$ cat config.mk
export PLATFORM = sky130hd
export DESIGN_NAME = pkt_crc_sender_flat
export DESIGN_NICKNAME = d
export VERILOG_FILES = /design/src/rtl/pkt_crc_pkg.sv /design/src/rtl/pkt_crc_sender_if.sv /design/src/rtl/pkt_crc_sender_buf.sv /design/src/rtl/pkt_crc_sender.sv /design/src/flat_wrapper.sv
export SDC_FILE = /design/constraint.sdc
export NUM_CORES = 1
export LEC_CHECK = 0
export CORE_UTILIZATION = 50
export CTS_BUF_LIST = sky130_fd_sc_hd__clkbuf_8 sky130_fd_sc_hd__clkbuf_16
export DETAILED_ROUTE_END_ITERATION = 10
export PLACE_DENSITY = 0.72
export SLEW_MARGIN = 20
export SYNTH_ARGS = -nofsm -noshare
export SYNTH_HDL_FRONTEND = slang
export SYNTH_HIERARCHICAL = 1
export SYNTH_SLANG_ARGS = --single-unit
export TNS_END_PERCENT = 10
$ cat constraint.sdc
create_clock -name clock -period 4.02 [get_ports clock]
set_clock_uncertainty 0.2 [all_clocks]
set_input_delay 0.402 -clock clock [delete_from_list [all_inputs] [get_ports clock]]
set_output_delay 0.402 -clock clock [all_outputs]
set_load 0.005 [all_outputs]
$ cat src/rtl/pkt_crc_pkg.sv
// Shared types, CRC-32 constants and the word-wide CRC-32 step for pkt_crc_sender.
// The word-wide CRC step is a combinational helper used by the sender.
package pkt_crc_pkg;

   typedef enum logic [1:0] {
      COLLECT = 2'd0,
      SEND    = 2'd1,
      CRC     = 2'd2,
      HDR     = 2'd3
   } pkt_state_t;

   localparam logic [31:0] CRC32_POLY   = 32'h04C11DB7;
   localparam logic [31:0] CRC32_INIT   = 32'hFFFFFFFF;
   localparam logic [31:0] CRC32_XOROUT = 32'hFFFFFFFF;

   // Non-reflected, MSB-first: data bit 31 enters the register first.
   function automatic logic [31:0] crc32_word(input logic [31:0] crc,
                                              input logic [31:0] data,
                                              input logic [31:0] poly = CRC32_POLY);
      logic [31:0] c;
      logic        fb;
      c = crc;
      for (int i = 31; i >= 0; i--) begin
         fb = c[31] ^ data[i];
         c  = {c[30:0], 1'b0};
         if (fb) begin
            c = c ^ poly;
         end
      end
      return c;
   endfunction

endpackage

$ cat src/rtl/pkt_crc_sender_if.sv
// Handshake bundle of pkt_crc_sender: upstream payload input, link output and busy flag.
// slave is the block's view, master is the surrounding environment's view.
interface pkt_crc_sender_if;
   logic [31:0] in_data;
   logic        in_valid;
   logic        in_ready;
   logic [31:0] out_data;
   logic        out_valid;
   logic        out_ready;
   logic        out_last;
   logic        busy;

   modport master (
      output in_data, in_valid, out_ready,
      input  in_ready, out_data, out_valid, out_last, busy
   );

   modport slave (
      input  in_data, in_valid, out_ready,
      output in_ready, out_data, out_valid, out_last, busy
   );
endinterface

$ cat src/rtl/pkt_crc_sender_buf.sv
// pkt_buf: DEPTH x 32 register file holding one packet, one write port and
// one asynchronous read port. Contents are not reset.
module pkt_buf #(
   parameter int DEPTH = 4,
   parameter int AW    = (DEPTH > 1) ? $clog2(DEPTH) : 1
) (
   input  logic          clock,
   input  logic          we,
   input  logic [AW-1:0] waddr,
   input  logic [31:0]   wdata,
   input  logic [AW-1:0] raddr,
   output logic [31:0]   rdata
);

   logic [31:0] mem [DEPTH];

   generate
      for (genvar gi = 0; gi < DEPTH; gi++) begin : g_word
         always_ff @(posedge clock) begin
            if (we && (waddr == AW'(gi))) begin
               mem[gi] <= wdata;
            end
         end
      end
   endgenerate

   assign rdata = mem[raddr];

endmodule

$ cat src/rtl/pkt_crc_sender.sv
// pkt_crc_sender: collects PKT_WORDS payload words, then sends them followed by a CRC-32 word.
// Optional header beat before the payload when PKT_CRC_SENDER_HDR_EN is defined.
module pkt_crc_sender
   import pkt_crc_pkg::*;
#(
   parameter int          PKT_WORDS  = 4,
   parameter logic [31:0] CRC_POLY   = CRC32_POLY,
   parameter logic [31:0] CRC_INIT   = CRC32_INIT,
   parameter logic [31:0] CRC_XOROUT = CRC32_XOROUT
) (
   input  logic           clock,
   input  logic           resetN,
   pkt_crc_sender_if.slave link
);

   localparam int            AW       = (PKT_WORDS > 1) ? $clog2(PKT_WORDS) : 1;
   localparam logic [AW-1:0] LAST_IDX = AW'(PKT_WORDS - 1);

   pkt_state_t    state_reg;
   logic [AW-1:0] wr_idx_reg;
   logic [AW-1:0] rd_idx_reg;
   logic [31:0]   crc_reg;
   logic [31:0]   out_data_reg;
   logic          out_valid_reg;
   logic          out_last_reg;
`ifdef PKT_CRC_SENDER_HDR_EN
   logic [15:0]   seq_reg;
`endif

   logic          accept;
   logic          last_accept;
   logic          out_fire;
   logic          last_beat;
   logic [AW-1:0] raddr;
   logic [31:0]   rdata;

   assign accept      = link.in_valid && (state_reg == COLLECT);
   assign last_accept = accept && (wr_idx_reg == LAST_IDX);
   assign out_fire    = out_valid_reg && link.out_ready;
   assign last_beat   = (rd_idx_reg == LAST_IDX);

   // Look one word ahead in SEND so out_data can be registered on each handshake;
   // every other state prefetches word 0.
   always_comb begin
      raddr = '0;
      if ((state_reg == SEND) && !last_beat) begin
         raddr = rd_idx_reg + 1'b1;
      end
   end

   pkt_buf #(
      .DEPTH (PKT_WORDS),
      .AW    (AW)
   ) u_buf (
      .clock (clock),
      .we    (accept),
      .waddr (wr_idx_reg),
      .wdata (link.in_data),
      .raddr (raddr),
      .rdata (rdata)
   );

`ifndef PKT_CRC_SENDER_HDR_EN
   // Word 0 is still being written when the packet is a single word.
   logic [31:0] first_word;
   assign first_word = (wr_idx_reg == '0) ? link.in_data : rdata;
`endif

   always_ff @(posedge clock or negedge resetN) begin
      if (!resetN) begin
         state_reg     <= COLLECT;
         wr_idx_reg    <= '0;
         rd_idx_reg    <= '0;
         crc_reg       <= CRC_INIT;
         out_data_reg  <= '0;
         out_valid_reg <= 1'b0;
         out_last_reg  <= 1'b0;
`ifdef PKT_CRC_SENDER_HDR_EN
         seq_reg       <= '0;
`endif
      end else begin
         case (state_reg)
            COLLECT: begin
               if (accept) begin
                  crc_reg <= crc32_word(crc_reg, link.in_data, CRC_POLY);
                  if (last_accept) begin
                     wr_idx_reg    <= '0;
                     rd_idx_reg    <= '0;
                     out_valid_reg <= 1'b1;
                     out_last_reg  <= 1'b0;
`ifdef PKT_CRC_SENDER_HDR_EN
                     state_reg     <= HDR;
                     out_data_reg  <= {seq_reg, 8'h00, 8'(PKT_WORDS)};
`else
                     state_reg     <= SEND;
                     out_data_reg  <= first_word;
`endif
                  end else begin
                     wr_idx_reg <= wr_idx_reg + 1'b1;
                  end
               end
            end
`ifdef PKT_CRC_SENDER_HDR_EN
            HDR: begin
               if (out_fire) begin
                  state_reg    <= SEND;
                  out_data_reg <= rdata;
               end
            end
`endif
            SEND: begin
               if (out_fire) begin
                  if (last_beat) begin
                     state_reg    <= CRC;
                     rd_idx_reg   <= '0;
                     out_data_reg <= crc_reg ^ CRC_XOROUT;
                     out_last_reg <= 1'b1;
                  end else begin
                     rd_idx_reg   <= rd_idx_reg + 1'b1;
                     out_data_reg <= rdata;
                  end
               end
            end
            CRC: begin
               if (out_fire) begin
                  state_reg     <= COLLECT;
                  crc_reg       <= CRC_INIT;
                  out_data_reg  <= '0;
                  out_valid_reg <= 1'b0;
                  out_last_reg  <= 1'b0;
`ifdef PKT_CRC_SENDER_HDR_EN
                  seq_reg       <= seq_reg + 1'b1;
`endif
               end
            end
            default: begin
               state_reg     <= COLLECT;
               out_valid_reg <= 1'b0;
               out_last_reg  <= 1'b0;
            end
         endcase
      end
   end

   assign link.in_ready  = resetN && (state_reg == COLLECT);
   assign link.out_data  = out_data_reg;
   assign link.out_valid = out_valid_reg;
   assign link.out_last  = out_last_reg;
   assign link.busy      = (state_reg != COLLECT) || (wr_idx_reg != '0);

endmodule

$ cat src/flat_wrapper.sv
// flat-port wrapper written by rule: the top's interface ports become plain ports
module pkt_crc_sender_flat import pkt_crc_pkg::*;
#(
   parameter int          PKT_WORDS  = 4,
   parameter logic [31:0] CRC_POLY   = CRC32_POLY,
   parameter logic [31:0] CRC_INIT   = CRC32_INIT,
   parameter logic [31:0] CRC_XOROUT = CRC32_XOROUT
)
  (clock, resetN, link_in_data, link_in_valid, link_out_ready, link_in_ready, link_out_data, link_out_valid, link_out_last, link_busy);
  pkt_crc_sender_if link_i ();
  input  logic clock;
  input  logic resetN;
  input wire logic [$bits(link_i.in_data)-1:0] link_in_data;
  input wire logic [$bits(link_i.in_valid)-1:0] link_in_valid;
  input wire logic [$bits(link_i.out_ready)-1:0] link_out_ready;
  output wire logic [$bits(link_i.in_ready)-1:0] link_in_ready;
  output wire logic [$bits(link_i.out_data)-1:0] link_out_data;
  output wire logic [$bits(link_i.out_valid)-1:0] link_out_valid;
  output wire logic [$bits(link_i.out_last)-1:0] link_out_last;
  output wire logic [$bits(link_i.busy)-1:0] link_busy;
  assign link_i.in_data = link_in_data;
  assign link_i.in_valid = link_in_valid;
  assign link_i.out_ready = link_out_ready;
  assign link_in_ready = link_i.in_ready;
  assign link_out_data = link_i.out_data;
  assign link_out_valid = link_i.out_valid;
  assign link_out_last = link_i.out_last;
  assign link_busy = link_i.busy;
  pkt_crc_sender #(.PKT_WORDS(PKT_WORDS), .CRC_POLY(CRC_POLY), .CRC_INIT(CRC_INIT), .CRC_XOROUT(CRC_XOROUT)) u_core (.clock(clock), .resetN(resetN), .link(link_i));
endmodule
==> metrics.yaml <==
routing:
  wl_um: 28300
  drtIter0Drc: 354
  drc_errors: 0
  antenna_left: 0
  via_per_inst: 5.332
  num_vias: 7214
  routedWlPerCell_um: 20.92
  firstDrtPassIters: 5
yosys:
  async_flop_share_pct: 35.68
  synth_top_area_share_pct: 32.95
  ys.flop_type: "edfxtp_1"
  yosysTopAreaCell: "edfxtp_1"
  synth_most_common_cell: "xnor2_1"
  ys_seq_area_share_pct: 48.52
  post_synth_num_cell_types: 43
  ys_warn_count: 6
  avgSynthCellArea_um2: 14.67
  syn_nets: 837
  synthCells: 795
  ys_ff_latch: 199
  syn_area_mm2: 0.01167
  synthTopCellsByArea: "edfxtp_1 33%, xnor2_1 10%, dfrtp_1 8.4%, xnor3_1 7.9%, dfstp_2 7.2%"
  synth_common_cells: "137 x xnor2_1, 128 x edfxtp_1, 43 x mux2i_1"
  synth-edff-count: 128
global_routing:
  grt_max_degree: 69
  gr-usage-all-layers_pct: 25.11
  first_global_vias: 7515
  grt_use_met3_pct: 3.334
  grt_pass1_wl_um: 43760
  met2_usage_pct: 42.04
  antenna_found_initial: 0
  grt.met1_usage_pct: 34.19
  overflow: 0
  grt.busiest_layer: "met2"
setup_path:
  worst-path-stages: 11
  slowest_stage: "dfstp_2"
  critPathRequiredTime_ns: 4.19
  critPathTopFamily: "XOR/XNOR gates"
  end_kind: "flip-flop"
  cp_max_fo: 6
  r2r_cells: 11
  critical_path_class: "reg -> reg"
  worst_ep_arrival_time_ns: 4.12
  max_stage_delay_ns: 0.60
  start_kind: "flip-flop"
  crit_chain: "xnor2_4 -> buf_4 -> xnor3_1 -> buf_4 -> xnor3_1 -> xnor2_1 -> buf_4 -> xnor3_2 -> xnor2_1 -> xnor3_1 -> o22a_1"
  path_buf_inv: 3
clock_network:
  cts_made_buffers: 17
  clk_latency_ns: 0.44
  clk_pin_slew_ns: 0.08
  cts_buffer_depth: 2
  cts_tree: "yes"
  htreeDepth: 4
  clock-sinks: 199
  root_buffer: "clkbuf_16"
timing:
  rsz0062_at_grt: "true"
  hold_viol_final: 0
  fin_crit_sh_pct: 98.34
  slew_headroom_pct: 36.84
  layout_min_cycle_time_ns: 3.953
  clock.fmax_mhz: 252.9
  report.final.slew_viol_count: 0
  setup_viol: 0
  fin_setup_tns_ns: 0
  tightest_slew_ns: 0.9474
placed_design:
  dp_hpwl_um: 20590
  dpl.cell_count: 1319
  io_buffers: 71
  gp_congestion: 0.9329
cells_and_area:
  seq_area_mm2: 0.005660
  fillers: 1731
  syn2layout_area_growth_pct: 25.25
  antenna_cells: 0
  drive_gt1_share_pct: 33.17
  instances_no_fill: 1353
  multi_input_area_mm2: 0.005824
  final_nets: 1069
  largest_register_ffs: 128
floorplanning:
  die-area_mm2: 0.02395
  core_mm2: 0.02278
  rows: 55
  die_y_um: 154.8
  io-pin-count: 72
  initial_core_util_pct: 51.22
  dieWidth_um: 154.8
worst_hold_path:
  hp-class: "in -> async"
run:
  drv_cap: 0
run_status:
  status: "complete, no violations"
cell type report:
type                       count  share of cell area, %
clock inverter                15                  1.122
multi-input combinational    545                  39.86
clock buffer                  17                  2.911
timing repair buffer         247                  14.25
inverter                      17                 0.4367
sequential                   199                  38.74
tap                          313                  2.680
timing repair:
action | 4_1_cts | 5_1_grt
resized for setup | 0 | 5
endpoints found under the hold margin | 3 | 0
hold buffers | 1 | 0
setup buffers | 0 | 1
endpoints found under the setup margin | 0 | 11
through the flow:
| step | setup slack [ns] | util, % | instance area, um2 | hold slack (ns) |
|---|---|---|---|---|
| 3_5_place_dp | -0.4318 | 61.32 | 13970 | 0.01563 |
| 3_3_place_gp | -0.3737 | 61.32 | 13970 | 0.01544 |
| 6_report | 0.06653 | 64.15 | 14610 | 0.09410 |
| 4_1_cts | 0.002587 | 63.95 | 14570 | 0.08281 |
| 2_1_floorplan | -0.03851 | - | 11670 | -0.09359 |
| 5_1_grt | -0.08210 | 64.15 | 14610 | 0.09623 |
logic make-up (layout without fill, tap and decap cells):
kind of cell | after synthesis | after routing | synth area share, %
AO/OA/AOI/OAI | 102 | 102 | 4.987
XOR/XNOR | 254 | 254 | 27.82
adder cells (fa/ha/maj) | 6 | 6 | 0.6435
buffers and inverters | 51 | 296 | 2.156
flip-flops | 199 | 199 | 48.52
multiplexers | 108 | 108 | 13.12
AND/OR/NAND/NOR | 75 | 75 | 2.757
final timing paths:
path / startpoint / to / slack [ns]
max: u_core/crc_reg[31]$_DFFE_PN1P_ / u_core/crc_reg[8]$_DFFE_PN1P_ / 0.07
min: resetN / u_core/link.out_data[25]$_DFFE_PN0P_ / 0.09
max reg2reg: u_core/crc_reg[31]$_DFFE_PN1P_ / u_core/crc_reg[8]$_DFFE_PN1P_ / 0.07
min reg2reg: u_core/link.out_data[4]$_DFFE_PN0P_ / u_core/link.out_data[4]$_DFFE_PN0P_ / 0.31
max in group asynchronous: resetN / u_core/link.out_data[15]$_DFFE_PN0P_ / 2.39
min in group clock: u_core/link.out_data[4]$_DFFE_PN0P_ / u_core/link.out_data[4]$_DFFE_PN0P_ / 0.31
worst reg2reg max path, cell delays in order, from the launching register on:
cell	delay, ns
dfstp_2	0.60
xnor2_4	0.14
buf_4	0.19
xnor3_1	0.45
buf_4	0.16
xnor3_1	0.41
xnor2_1	0.23
buf_4	0.16
xnor3_2	0.32
xnor2_1	0.42
xnor3_1	0.42
o22a_1	0.18
routing by layer:
| metal | share of wire, % | wire (um) | vias to the layer above |
|---|---|---|---|
| met1 | 44 | 12540 | 3685 |
| li1 | - | - | 3342 |
| met4 | 1.8 | 506 | 0 |
| met3 | 4.1 | 1162 | 25 |
| met2 | 50 | 14090 | 162 |
| met5 | 0 | 0 | - |
layout by cell type, fill, tap and decap left out, drive strengths merged, types with 2 or more instances in the layout:
cell type,count
xor2,49
a21oi,31
clkinv,4
nand2,31
and2,2
clkbuf,17
edfxtp,128
xor3,6
xnor2,152
xnor3,47
buf,176
mux4,32
clkdlybuf4s50,70
bufinv,2
nor3,2
mux2,33
and3b,2
o21ai,29
inv,24
nor2,30
clkinvlp,2
a22oi,2
o22a,5
o22ai,33
ha,6
nor3b,2
dfrtp,39
dfstp,32
mux2i,43
Power is not shown: default switching activity piles up to over one toggle a cycle in this logic, so the estimate is an artifact.
